==> config.mk <==
export PLATFORM = sky130hd
export DESIGN_NAME = ucode_seq_flat
export DESIGN_NICKNAME = d
export VERILOG_FILES = /design/src/rtl/ucode_seq_pkg.sv /design/src/rtl/ucode_seq_if.sv /design/src/rtl/ucode_next_addr.sv /design/src/rtl/ucode_seq.sv /design/src/flat_wrapper.sv
export SDC_FILE = /design/constraint.sdc
export NUM_CORES = 1
export LEC_CHECK = 0
export ABC_AREA = 1
export ABC_CLOCK_PERIOD_IN_PS = 1600
export BUFFER_PORTS_ARGS = -buffer_cell sky130_fd_sc_hd__buf_2
export CAP_MARGIN = 5
export CORE_UTILIZATION = 41
export CTS_CLUSTER_DIAMETER = 60
export DETAILED_ROUTE_END_ITERATION = 10
export GPL_ROUTABILITY_DRIVEN = 0
export PLACE_DENSITY_LB_ADDON = 0.3
export SETUP_SLACK_MARGIN = 0.5
export SKIP_CTS_REPAIR_TIMING = 1
export SYNTH_ARGS = -nofsm -noshare
export SYNTH_HDL_FRONTEND = slang
export SYNTH_SLANG_ARGS = --single-unit
==> constraint.sdc <==
create_clock -name clk -period 1.6 [get_ports clk]
set_clock_uncertainty 0.2 [all_clocks]
set_input_delay 0 -clock clk [delete_from_list [all_inputs] [get_ports clk]]
set_output_delay 0 -clock clk [all_outputs]
set_load 0.02 [all_outputs]
==> src/rtl/ucode_seq_pkg.sv <==
// Shared definitions for the microcode sequencer and its decode-ROM users:
// sequencer states, default opcode/step widths and ROM address width.
package ucode_seq_pkg;

    localparam int OPW_DEF   = 8;
    localparam int STEPW_DEF = 2;

    function automatic int addr_width(input int opw, input int stepw);
        return opw + stepw;
    endfunction

    localparam int AW_DEF = addr_width(OPW_DEF, STEPW_DEF);

    typedef enum logic [1:0] {
        ST_IDLE,
        ST_FETCH,
        ST_EXEC,
        ST_HALT
    } seq_state_t;

endpackage

==> src/rtl/ucode_seq_if.sv <==
// Sequencer-facing bundle: instruction handshake, ROM address and ROM word
// control bits, datapath stall and status flags.
interface ucode_seq_if
    import ucode_seq_pkg::*;
#(
    parameter int OPW   = OPW_DEF,
    parameter int STEPW = STEPW_DEF
);
    localparam int AW = addr_width(OPW, STEPW);

    logic           run;
    logic           ir_valid;
    logic [OPW-1:0] ir_op;
    logic           ir_ready;
    logic [AW-1:0]  uop_addr;
    logic           uop_end;
    logic           uop_halt;
    logic           stall;
    logic           uop_active;
    logic           halted;
    logic           overrun;

    modport master (
        output run, ir_valid, ir_op, uop_end, uop_halt, stall,
        input  ir_ready, uop_addr, uop_active, halted, overrun
    );

    modport slave (
        input  run, ir_valid, ir_op, uop_end, uop_halt, stall,
        output ir_ready, uop_addr, uop_active, halted, overrun
    );

endinterface

==> src/rtl/ucode_next_addr.sv <==
// Combinational next-state / next-address logic of the microcode sequencer.
// Overrun handling is selected by UCODE_SEQ_OVERRUN_TRAP_EN (defined: trap to HALT).
module ucode_next_addr
    import ucode_seq_pkg::*;
#(
    parameter int OPW   = OPW_DEF,
    parameter int STEPW = STEPW_DEF
) (
    input  seq_state_t             state,
    input  logic [OPW-1:0]         op_q,
    input  logic [STEPW-1:0]       step_q,
    input  logic                   run,
    input  logic                   ir_valid,
    input  logic [OPW-1:0]         ir_op,
    input  logic                   uop_end,
    input  logic                   uop_halt,
    input  logic                   stall,
    output seq_state_t             next_state,
    output logic [OPW-1:0]         next_op,
    output logic [STEPW-1:0]       next_step,
    output logic                   set_overrun,
    output logic                   ir_ready,
    output logic                   uop_active,
    output logic [OPW+STEPW-1:0]   uop_addr
);
    localparam logic [STEPW-1:0] LAST_STEP = '1;

    // NOTE: every output gets a default before the case so no path leaves one unassigned (no latches).
    always_comb begin
        next_state  = state;
        next_op     = op_q;
        next_step   = step_q;
        set_overrun = 1'b0;
        ir_ready    = 1'b0;
        uop_active  = 1'b0;
        case (state)
            ST_IDLE: begin
                if (run) next_state = ST_FETCH;
            end
            ST_FETCH: begin
                ir_ready = run;
                if (run && ir_valid) begin
                    next_op    = ir_op;
                    next_step  = '0;
                    next_state = ST_EXEC;
                end else if (!run) begin
                    next_state = ST_IDLE;
                end
            end
            ST_EXEC: begin
                uop_active = !stall;
                if (!stall) begin
                    if (uop_halt) begin
                        next_state = ST_HALT;
                    end else if (uop_end) begin
                        next_state = run ? ST_FETCH : ST_IDLE;
                    end else if (step_q == LAST_STEP) begin
                        set_overrun = 1'b1;
`ifdef UCODE_SEQ_OVERRUN_TRAP_EN
                        next_state  = ST_HALT;
`else
                        next_state  = run ? ST_FETCH : ST_IDLE;
`endif
                    end else begin
                        next_step = step_q + STEPW'(1);
                    end
                end
            end
            ST_HALT: begin
                if (!run) next_state = ST_IDLE;
            end
            default: next_state = ST_IDLE;
        endcase
    end

    // Equals {op_q, step_q} except on a transition, so the ROM latches the new word in time.
    assign uop_addr = {next_op, next_step};

endmodule

==> src/rtl/ucode_seq.sv <==
// Microcode sequencer top: holds state, op_q/step_q (shadow of the ROM address
// register) and the sticky overrun flag. Build option: UCODE_SEQ_OVERRUN_TRAP_EN.
module ucode_seq
    import ucode_seq_pkg::*;
#(
    parameter int OPW   = OPW_DEF,
    parameter int STEPW = STEPW_DEF
) (
    input  logic        clk,
    input  logic        rst,
    ucode_seq_if.slave  bus
);
    seq_state_t       state, next_state;
    logic [OPW-1:0]   op_q, next_op;
    logic [STEPW-1:0] step_q, next_step;
    logic             set_overrun;
    logic             overrun_q;
    logic             halted_q;

    ucode_next_addr #(
        .OPW   (OPW),
        .STEPW (STEPW)
    ) u_next_addr (
        .state       (state),
        .op_q        (op_q),
        .step_q      (step_q),
        .run         (bus.run),
        .ir_valid    (bus.ir_valid),
        .ir_op       (bus.ir_op),
        .uop_end     (bus.uop_end),
        .uop_halt    (bus.uop_halt),
        .stall       (bus.stall),
        .next_state  (next_state),
        .next_op     (next_op),
        .next_step   (next_step),
        .set_overrun (set_overrun),
        .ir_ready    (bus.ir_ready),
        .uop_active  (bus.uop_active),
        .uop_addr    (bus.uop_addr)
    );

    // NOTE: state registers use non-blocking assignments so every flop samples pre-edge values.
    always_ff @(posedge clk or negedge rst) begin
        if (!rst) begin
            state     <= ST_IDLE;
            op_q      <= '0;
            step_q    <= '0;
            overrun_q <= 1'b0;
            halted_q  <= 1'b0;
        end else begin
            state    <= next_state;
            op_q     <= next_op;
            step_q   <= next_step;
            halted_q <= (next_state == ST_HALT);
            if (set_overrun) overrun_q <= 1'b1;
        end
    end

    assign bus.halted  = halted_q;
    assign bus.overrun = overrun_q;

endmodule

==> src/flat_wrapper.sv <==
// flat-port wrapper written by rule: the top's interface ports become plain ports
module ucode_seq_flat import ucode_seq_pkg::*;
#(
    parameter int OPW   = OPW_DEF,
    parameter int STEPW = STEPW_DEF
)
  (clk, rst, bus_run, bus_ir_valid, bus_ir_op, bus_uop_end, bus_uop_halt, bus_stall, bus_ir_ready, bus_uop_addr, bus_uop_active, bus_halted, bus_overrun);
  ucode_seq_if #(.OPW(OPW), .STEPW(STEPW)) bus_i ();
  input  logic clk;
  input  logic rst;
  input wire logic [$bits(bus_i.run)-1:0] bus_run;
  input wire logic [$bits(bus_i.ir_valid)-1:0] bus_ir_valid;
  input wire logic [$bits(bus_i.ir_op)-1:0] bus_ir_op;
  input wire logic [$bits(bus_i.uop_end)-1:0] bus_uop_end;
  input wire logic [$bits(bus_i.uop_halt)-1:0] bus_uop_halt;
  input wire logic [$bits(bus_i.stall)-1:0] bus_stall;
  output wire logic [$bits(bus_i.ir_ready)-1:0] bus_ir_ready;
  output wire logic [$bits(bus_i.uop_addr)-1:0] bus_uop_addr;
  output wire logic [$bits(bus_i.uop_active)-1:0] bus_uop_active;
  output wire logic [$bits(bus_i.halted)-1:0] bus_halted;
  output wire logic [$bits(bus_i.overrun)-1:0] bus_overrun;
  assign bus_i.run = bus_run;
  assign bus_i.ir_valid = bus_ir_valid;
  assign bus_i.ir_op = bus_ir_op;
  assign bus_i.uop_end = bus_uop_end;
  assign bus_i.uop_halt = bus_uop_halt;
  assign bus_i.stall = bus_stall;
  assign bus_ir_ready = bus_i.ir_ready;
  assign bus_uop_addr = bus_i.uop_addr;
  assign bus_uop_active = bus_i.uop_active;
  assign bus_halted = bus_i.halted;
  assign bus_overrun = bus_i.overrun;
  ucode_seq #(.OPW(OPW), .STEPW(STEPW)) u_core (.clk(clk), .rst(rst), .bus(bus_i));
endmodule
# Yosys cells after proc, flatten, opt, wreduce, memory -nomap -nowiden
# Index checks and enable logic that the tools add are counted.
# op_classes
n_addsub,1
eq_ne,5
muxes,24
n_reduce_logical,3
# ops
op,n
2-to-1 mux 2 bit,12
2-to-1 mux 8 bit,2
"equality test 2 bit, second input constant",4
2-to-1 mux 1 bit,8
case mux 2 bit (4 select lines),1
case mux 2 bit (2 select lines),1
"adder 2 x 1 -> 2 bit, second input constant",1
"equality test 2 x 1 -> 1 bit, second input constant",1
zero test 2 bit,1
logical AND 1 bit,1
zero test 1 bit,1
# word_totals
reg_bits,14
input_bits,15
elab_cells,38

# Depth between registers and ports, before layout
# Gate-level depths: netlist (run 1).
# logic_depth
ltp_word,7
mapped_depth,9
mapped_depth_nobuf,9

# By module
# A second synthesis (run 1) with hierarchy kept.
# unflattened
cells_unflattened,98
area_unflattened_um2,830.8
# by_module_without_submodules
module,n_inst,cells_each,area_per_inst_um2
ucode_next_addr,1,79,461.7
ucode_seq,1,19,369.1

# Worst setup path after synthesis (run 1)
# OpenSTA, ideal clock, no wires.
# synth_timing
kind,register -> register
startpoint,register u_core.state[0]
endpoint,register u_core.step_q[1]
setup_ps,186
arrival_ps,1597
setup_slack_ps,-383
stages_incl_launch_ff,7
path_buffers,0
cell_sequence,dfrtp_1 inv_1 ha_1 inv_1 nor4_1 nand2_1 o21ai_0
# synth_between
elab_chain_len,2
word_cells_on_any_way,3
# synth_rtl
element,line,source
start: declaration,ucode_seq.sv:13,"seq_state_t state, next_state;"
start signal: assignment,ucode_seq.sv:51,state <= next_state;
equality test 2 bit or equality test 2 x 1 -> 1 bit (tied branches),ucode_next_addr.sv:36,case (state)
case mux 2 bit (2 select lines) (*),ucode_next_addr.sv:36,
net bus_uop_addr[1],flat_wrapper.sv:18,output wire logic [$bits(bus_i.uop_addr)-1:0] bus_uop_addr;
end signal: assignment,ucode_seq.sv:53,step_q <= next_step;
end: declaration,ucode_seq.sv:15,"logic [STEPW-1:0] step_q, next_step;"
# The timed path passes the listed nets; every way through them passes the cells marked *.
# A chain may end at the register's enable or synchronous reset.

# Worst setup path in the final report (run 1)
# layout_timing
startpoint,register u_core.state[0]
endpoint,output port bus_uop_addr[2]
# layout_between
elab_chain_len,2
# layout_rtl
element,line
equality test 2 x 1 -> 1 bit,ucode_next_addr.sv:36
2-to-1 mux 8 bit,ucode_next_addr.sv:36
end: declaration,flat_wrapper.sv:18
# No other way between the ends.

==> impl_metrics.json, run 1 <==
{
  "status": "finished with violations",
  "violations": "design-rule violations, negative hold slack, negative setup slack",
  "netlist_area_um2": 715.7,
  "net-switching-power_uw": 946.7,
  "pwr-share-comb": 0.657,
  "insertedDiodeCount": 0,
  "cts_buffer_depth": 2,
  "powerDensity_nw_per_um2": 1884,
  "hold_violations": 24,
  "worstReg2RegStart": "u_core.state[0]",
  "tritoncts": "yes",
  "netlist_top_cells_area": "dfrtp_1 (49%), mux2_2 (13%), nand2_1 (9.4%)",
  "grt_max_degree": 15,
  "io_pins": 29,
  "fin_crit_ns": 1.887,
  "drtAntennaViolNets": 0,
  "worstHoldStart": "bus_ir_op[3]",
  "hp-class": "in -> reg",
  "portBuffers": 28,
  "endpoint": "bus_uop_addr[2]",
  "clk_pin_slew_worst_paths_ns": 0.08,
  "synth_sequential_area_ratio": 0.4895,
  "r2r_cells": 8,
  "maxCapViolations": 0,
  "r2r-end": "u_core.bus.halted",
  "fin_nets": 145,
  "startpoint": "u_core.state[0]",
  "start_util": 0.4540,
  "core_area_um2": 1577,
  "yosys_register_bits": 14,
  "rsz0062_at_grt": "true",
  "synth_top_area_frac": 0.4895,
  "fin_tns_setup_ns": -3.343,
  "intPower_mw": 1.420,
  "chipWidth_um": 43.78,
  "power_frac_clock": 0.106,
  "worst_setup_path_end_kind": "output port",
  "htree_levels": 1,
  "setup-violations-final": 16,
  "period_share": 1.180,
  "cts_buffers": 3,
  "sequentialPowerShare": 0.237,
  "vias": 720,
  "drt_pass1_iterations": 7,
  "cp.required_ns": 1.40,
  "viasPerCell": 5.106,
  "final_core_util": 0.7968,
  "yosysTopAreaCell": "dfrtp_1",
  "switching_share": 0.4001,
  "max_slew_margin": 0.7874,
  "syn-num-nets": 95,
  "cp.arrival_ns": 1.69,
  "synth.avg_cell_area_um2": 9.417,
  "routed_wl_um": 2233,
  "reg2reg_slack_ns": -0.15,
  "grt-ovfl-total": 0,
  "clock-sinks": 14,
  "irDropWorstVdd_uv": 1158,
  "power_leakage_nw": 0.6706,
  "hold_ws_ns": -0.2316,
  "synthCells": 76,
  "wl_per_cell_um": 15.84,
  "worst_slack_ns": -0.2872,
  "hpwl_um": 1231,
  "yosys_warnings": 0,
  "clk_latency_ns": 0.28,
  "grt_usage": 0.1821,
  "dieArea_um2": 1917,
  "start_kind": "register",
  "drtIter0Drc": 18,
  "drc_errors": 3,
  "rows": 14,
  "path_class": "reg -> out",
  "path_max_fanout": 4,
  "fmax_mhz": 529.9,
  "worstMarginPinSlew_ns": 0.3188,
  "grt_pass1_wl_um": 2525,
  "cts_root_buf": "clkbuf_4",
  "antenna_found_initial": 0,
  "grt_pass1_vias": 606,
  "chipHeight_um": 43.78,
  "area_delta_synth_final_pct": 75.52,
  "slew_viol_final": 0,
  "final_layout_size_suffix_gt1_frac": 0.5920,
  "yosysUniqueCellTypes": 18
}
[state kept, by name (all words and copies together) (netlist names)]
register / cells
u_core.bus.halted: 1
u_core.bus.overrun: 1
u_core.op_q: 8
u_core.state: 2
u_core.step_q: 2
[cells in the final DEF, fill, tap and decap left out, types with 2 or more instances in the layout]
cell type,count
a21oi_4,2
buf_2,16
buf_4,16
buf_6,11
clkbuf_4,3
dfrtp_1,14
ha_1,2
inv_1,8
inv_2,2
mux2_4,8
nand2_1,15
nand2_2,2
nand2_4,2
nand3_1,2
nor2_1,5
[through the flow]
stage / hold slack, ns / instance area [um2] / setup WS, ns / std cells / total power, mW
2_1_floorplan: -0.4956 / 778.2 / -0.03589 / 76 / 1.234
3_3_place_gp: -0.2979 / 1006 / -0.03864 / 129 / 1.575
3_5_place_dp: -0.2855 / 1006 / -0.06378 / 129 / 1.606
4_1_cts: -0.5919 / 1042 / -0.3503 / 133 / 1.865
5_1_grt: -0.2399 / 1256 / -0.3391 / 141 / 2.485
6_report: -0.2316 / 1256 / -0.2872 / 141 / 2.366
[kinds of logic after synthesis]
kind of cell | Yosys count | share of synthesized area
AO/OA/AOI/OAI | 9 | 0.07343
adder cells (fa/ha/maj) | 4 | 0.06993
buffers and inverters | 11 | 0.05769
flip-flops | 14 | 0.4895
multiplexers | 8 | 0.1259
AND/OR/NAND/NOR | 30 | 0.1836
[power groups by stage]
stage                     clock network (mW)  registers, mW  logic [mW]
after floorplan                            0          0.560       0.674
after global placement                     0          0.555        1.02
after detailed placement                   0          0.563        1.04
after CTS                              0.256          0.556        1.05
after global routing                   0.270          0.571        1.64
final                                  0.252          0.560        1.55
[worst min path at each step]
stage	to	slack, ns	depth (start not counted)
floorplan	u_core.bus.halted	-0.50	0
global placement	u_core.step_q[0]	-0.30	1
global route	u_core.op_q[3]	-0.24	2
detailed placement	u_core.step_q[0]	-0.29	1
finish	u_core.op_q[3]	-0.23	2
CTS	u_core.step_q[1]	-0.59	1
[metal layers]
layer	GRT usage	up-vias	routed length [um]	part of all wire
met5	0	-	0	0
met4	0.05625	0	8	0.0036
met3	0.07500	2	85	0.038
met2	0.3104	21	1295	0.58
met1	0.2063	353	844	0.38
li1	-	344	-	-
[synth_stat cells]
cell type / count
nor3_1: 1
a31oi_1: 1
inv_1: 10
mux2_2: 8
a31o_2: 1
ha_1: 4
or2_0: 1
nor4_1: 1
nand2_1: 18
o21ai_0: 3
inv_2: 1
o21a_1: 1
nor2_1: 5
nand3_1: 2
a21oi_1: 3
or2_2: 1
nand2_4: 1
dfrtp_1: 14
[critical path: stages (launching register included)]
cell and delay [ns]:
dfrtp_1 0.40, buf_4 0.16, ha_4 0.17, nand2_4 0.08, inv_6 0.05, nand2_4 0.10, mux2_4 0.32, buf_6 0.13
[cell type report]
cell class / count / area, um2
multi-input combinational: 52 / 469.2
sequential: 14 / 350.3
timing repair buffer: 44 / 334.1
fill: 85 / 320.3
inverter: 11 / 46.29
clock buffer: 4 / 36.28
tap: 16 / 20.02
Power figures use the tool's default switching activity.
==> run 2: changes to the inputs <==
--- a/config.mk
+++ b/config.mk
@@ -14,6 +14,7 @@
 export DETAILED_ROUTE_END_ITERATION = 10
 export GPL_ROUTABILITY_DRIVEN = 0
 export PLACE_DENSITY_LB_ADDON = 0.3
+export REMOVE_ABC_BUFFERS = 1
 export SETUP_SLACK_MARGIN = 0.5
 export SKIP_CTS_REPAIR_TIMING = 1
 export SYNTH_ARGS = -nofsm -noshare
==> constraint.sdc (replaced) <==
create_clock -name clk -period 1.6 [get_ports clk]
set_clock_uncertainty 0.2 [all_clocks]
set_input_delay 0.32 -clock clk [delete_from_list [all_inputs] [get_ports clk]]
set_output_delay 0.32 -clock clk [all_outputs]
set_load 0.02 [all_outputs]
==> run 2 against run 1 <==
The flow finishes with violations (design-rule violations, negative setup slack). Register-to-register slack improved by 0.03 ns. Total power shrank 4.9%. Die area unchanged. Global-route usage fell by 1.1 points. Cell count down 2.8%. Fmax fell by 13%. Clock-buffer cell count shrank 1. Sequential share of layout area did not move. Non-clock buffer count is 3 lower. Hold slack improved by 0.32 ns. Sequential cell count did not move. Critical path depth did not move.
==> impl_metrics.json, run 2 (synthesized netlist as in run 1, its figures left out) <==
{
  "cp.arrival_ns": 1.66,
  "nFillCells": 101,
  "chipHeight_um": 43.78,
  "path_class": "reg -> out",
  "power_leakage_nw": 0.6456,
  "final_area_um2": 1256,
  "drtAntennaViolNets": 0,
  "path_max_fanout": 3,
  "hpwl_um": 1112,
  "insertedDiodeCount": 0,
  "ff_latch_area_um2": 350.3,
  "cts_buffer_depth": 2,
  "cp.required_ns": 1.08,
  "hp-class": "in -> reg",
  "dieArea_um2": 1917,
  "io_pins": 29,
  "largest_reg_flops": 8,
  "vias": 708,
  "violations": "design-rule violations, negative setup slack",
  "powerDensity_nw_per_um2": 1792,
  "cts_buffers": 3,
  "start_kind": "register",
  "rows": 14,
  "worstMarginPinSlew_ns": 0.3033,
  "routed_wl_um": 2082,
  "clock-sinks": 14,
  "portBuffers": 28,
  "tritoncts": "yes",
  "slew_viol_final": 0,
  "antenna_found_initial": 0,
  "fin_nets": 142,
  "status": "finished with violations",
  "slowest_stage": "dfrtp_1",
  "clk_pin_slew_worst_paths_ns": 0.08,
  "drtIter0Drc": 10,
  "dpl_worst_slack_ns": -0.4645,
  "hold_violations": 0,
  "maxCapViolations": 0,
  "cp_num_buf_inv": 3,
  "cts_root_buf": "clkbuf_4",
  "worst_slack_ns": -0.5790,
  "place_area_um2": 943.4,
  "final_common_cell": "buf_2",
  "reg_top3": "u_core.op_q: 8 flops, u_core.state: 2 flops, u_core.step_q: 2 flops",
  "multiInputGateArea_um2": 496.7,
  "max_slew_margin": 0.7978,
  "htree_levels": 1,
  "chipWidth_um": 43.78,
  "critical_path.max_stage_delay_ns": 0.44,
  "fin_crit_ns": 2.179,
  "hold_ws_ns": 0.08904,
  "grt_usage": 0.1711,
  "setup-violations-final": 15,
  "final_cell_mix": "buf_2 (16), nand2_1 (14), dfrtp_1 (14), buf_6 (12), buf_4 (12)",
  "path_delay_family": "flip-flops",
  "worst_setup_path_end_kind": "output port",
  "grt_pass1_vias": 611,
  "grt_pass1_wl_um": 2415,
  "drc_errors": 1,
  "final_layout_size_suffix_gt1_frac": 0.6364,
  "irDropWorstVdd_uv": 1328,
  "start_util": 0.4540,
  "grt-ovfl-total": 0,
  "period_share": 1.362,
  "worstPathCellList": "inv_2 -> ha_4 -> inv_4 -> nor4_4 -> nand2_2 -> o21ai_2 -> buf_4",
  "drt_pass1_iterations": 9,
  "rsz0062_at_grt": "true",
  "core_area_um2": 1577,
  "area_delta_synth_final_pct": 75.52,
  "clk_latency_ns": 0.27,
  "largest-register": "u_core.op_q",
  "wl_per_cell_um": 15.20,
  "grt_max_degree": 15,
  "viasPerCell": 5.168,
  "fmax_mhz": 458.9
}
==> run 2: cell count changes in the layout (fill, tap and decap cells not counted), moves of 2 or more <==
cell	change
a21oi_2	+2
a21oi_4	-2
buf_4	-4
ha_1	-2
ha_4	+2
inv_1	-3
inv_2	+2
==> run 2: final timing paths <==
check	from	to	slack, ns	cells past startpoint
max in group asynchronous	rst	u_core.bus.halted	0.69	2
worst min-delay path	bus_ir_op[2]	u_core.op_q[2]	0.09	2
worst max register to register	u_core.state[1]	u_core.bus.halted	-0.12	8
min in group asynchronous	rst	u_core.op_q[4]	0.27	2
worst max-delay path	u_core.state[0]	bus_uop_addr[1]	-0.58	7
worst min register to register	u_core.op_q[2]	u_core.op_q[2]	0.30	1
==> run 2: cell type report <==
| class | instances | share of cell area |
|---|---|---|
| well taps | 16 | 0.01594 |
| repair buffers | 41 | 0.2510 |
| clock buffers | 3 | 0.01793 |
| inverters | 11 | 0.04084 |
| flip-flops and latches | 14 | 0.2789 |
| multi-input cells | 52 | 0.3954 |
==> run 2: where the power goes <==
group	switching [mW]	total, mW	internal, mW
logic	0.755	1.50	0.741
registers	0.0719	0.566	0.495
clock network	0.101	0.188	0.0869
==> run 2: per-stage QoR <==
step           total power [mW]  utilization  cells  TNS (ns)
3_3_place_gp              1.419       0.5984    129    -3.321
4_1_cts                   1.633       0.6127    132    -7.391
5_1_grt                   2.383       0.7968    137    -6.970
6_report                  2.251       0.7968    137    -6.020
3_5_place_dp              1.444       0.5984    129    -3.832
2_1_floorplan             1.125            -     76    -3.604
==> run 2: worst reg2reg max path, stage by stage (launching register included) <==
cell     delay, ns
dfrtp_1       0.40
buf_4         0.16
buf_4         0.13
ha_2          0.17
o21ai_1       0.13
o21a_1        0.13
nand2_1       0.07
a21oi_2       0.17
nor2_1        0.06
==> run 2: per-layer routing <==
| layer | vias up | GRT usage | routed length [um] |
|---|---|---|---|
| li1 | 336 | - | - |
| met1 | 347 | 0.2027 | 804 |
| met2 | 23 | 0.3045 | 1181 |
| met3 | 2 | 0.01250 | 80 |
| met4 | 0 | 0.09375 | 14 |
| met5 | - | 0 | 0 |
==> run 3: changes to the inputs <==
--- a/config.mk
+++ b/config.mk
@@ -17,6 +17,7 @@
 export REMOVE_ABC_BUFFERS = 1
 export SETUP_SLACK_MARGIN = 0.5
 export SKIP_CTS_REPAIR_TIMING = 1
+export SKIP_LAST_GASP = 1
 export SYNTH_ARGS = -nofsm -noshare
 export SYNTH_HDL_FRONTEND = slang
 export SYNTH_SLANG_ARGS = --single-unit
==> run 3 against run 2 <==
The run still ends with design-rule violations, negative setup slack left. Sequential cell count is the same. Sequential power is essentially flat. Clock power is essentially flat. Setup slack lost 0.023 ns. Sequential share of layout area grew 0.89 points. Die area is the same. Cell area shrank 3.1%. Core utilization shrank 2.5 points. Global-route usage is the same. Cell count is the same.
==> impl_metrics.json, run 3 (synthesized netlist as in run 1, its figures left out) <==
{
  "final_common_cell": "buf_2",
  "fmax_mhz": 454.2,
  "reg2reg_slack_ns": -0.13,
  "fin_nets": 142,
  "path_max_fanout": 3,
  "chipHeight_um": 43.78,
  "area_delta_synth_final_pct": 70.11,
  "chipWidth_um": 43.78,
  "power_leakage_nw": 0.6359,
  "grt_usage": 0.1711,
  "insertedDiodeCount": 0,
  "hp-class": "in -> reg",
  "period_share": 1.376,
  "path_class": "reg -> out",
  "grt_pass1_vias": 611,
  "tritoncts": "yes",
  "grt-ovfl-total": 0,
  "critical_path.max_stage_delay_ns": 0.44,
  "finalPower_mw": 2.149,
  "drtAntennaViolNets": 0,
  "status": "finished with violations",
  "max_slew_margin": 0.7975,
  "grt_pass1_wl_um": 2415,
  "hold_ws_ns": 0.08792,
  "drc_errors": 1,
  "reg_top3": "u_core.op_q: 8 flops, u_core.state: 2 flops, u_core.step_q: 2 flops",
  "cts_buffers": 3,
  "hold_violations": 0,
  "irDropWorstVdd_uv": 1246,
  "hpwl_um": 1112,
  "rows": 14,
  "drtIter0Drc": 13,
  "wl_per_cell_um": 14.51,
  "start_kind": "register",
  "cts_buffer_depth": 2,
  "start_util": 0.4540,
  "antenna_found_initial": 0,
  "fin_crit_ns": 2.202,
  "final_layout_size_suffix_gt1_frac": 0.6364,
  "viasPerCell": 5.168,
  "grt_max_degree": 15,
  "worstPathCellList": "inv_2 -> ha_4 -> inv_4 -> nor4_4 -> nand2_2 -> o21ai_2 -> buf_2",
  "slew_viol_final": 0,
  "htree_levels": 1,
  "portBuffers": 28,
  "cts_root_buf": "clkbuf_4",
  "final_cell_mix": "buf_2 (19), buf_4 (16), nand2_1 (14), dfrtp_1 (14), mux2_4 (8)",
  "powerDensity_nw_per_um2": 1765,
  "routed_wl_um": 1988,
  "rsz0062_at_grt": "true",
  "io_pins": 29,
  "cp_num_buf_inv": 3,
  "vias": 708,
  "maxCapViolations": 0,
  "clk_latency_ns": 0.27,
  "cp.required_ns": 1.08,
  "worst_setup_path_end_kind": "output port",
  "setup-violations-final": 15,
  "drt_pass1_iterations": 9,
  "clk_pin_slew_worst_paths_ns": 0.08,
  "slowest_stage": "dfrtp_1",
  "worstMarginPinSlew_ns": 0.3037,
  "worst_slack_ns": -0.6016,
  "clock-sinks": 14,
  "largest-register": "u_core.op_q",
  "cp.arrival_ns": 1.68,
  "violations": "design-rule violations, negative setup slack",
  "core_area_um2": 1577,
  "largest_reg_flops": 8,
  "path_delay_family": "flip-flops",
  "dieArea_um2": 1917
}
[run 3: cell type report]
class,count,area [um2]
timing repair buffer,41,281.5
clock buffer,3,22.52
tap,16,20.02
sequential,14,350.3
fill,105,359.1
inverter,11,51.30
multi-input combinational,52,491.7
[run 3: layer usage]
layer	vias to the layer above	routed length, um	part of all wire	GRT usage
li1	334	-	-	-
met1	349	819	0.41	0.2027
met2	23	1086	0.55	0.3045
met3	2	69	0.035	0.01250
met4	0	13	0.0065	0.09375
met5	-	0	0	0
[run 3: path summary, 6_finish.rpt]
check	from	endpoint	depth (start not counted)
max	u_core.state[0]	bus_uop_addr[1]	7
min reg2reg	u_core.op_q[6]	u_core.op_q[6]	1
max reg2reg	u_core.state[1]	u_core.bus.halted	8
min	bus_ir_op[2]	u_core.op_q[2]	2
max in group asynchronous	rst	u_core.op_q[0]	2
min in group asynchronous	rst	u_core.op_q[4]	2
[run 3: per-stage QoR]
step	instances	TNS, ns	util	setup slack [ns]	cell area [um2]
6_report	137	-6.136	0.7722	-0.6016	1217
4_1_cts	132	-7.391	0.6127	-0.7652	965.9
5_1_grt	137	-7.112	0.7722	-0.6770	1217
2_1_floorplan	76	-3.604	-	-0.5173	715.7
3_5_place_dp	129	-3.832	0.5984	-0.4645	943.4
3_3_place_gp	129	-3.321	0.5984	-0.3592	943.4
[run 3: report_power, final]
group	leakage, nW	switching, mW	internal, mW
clock	0.0138	0.101	0.0869
sequential	0.176	0.0699	0.495
combinational	0.447	0.728	0.669
total	0.636	0.899	1.25
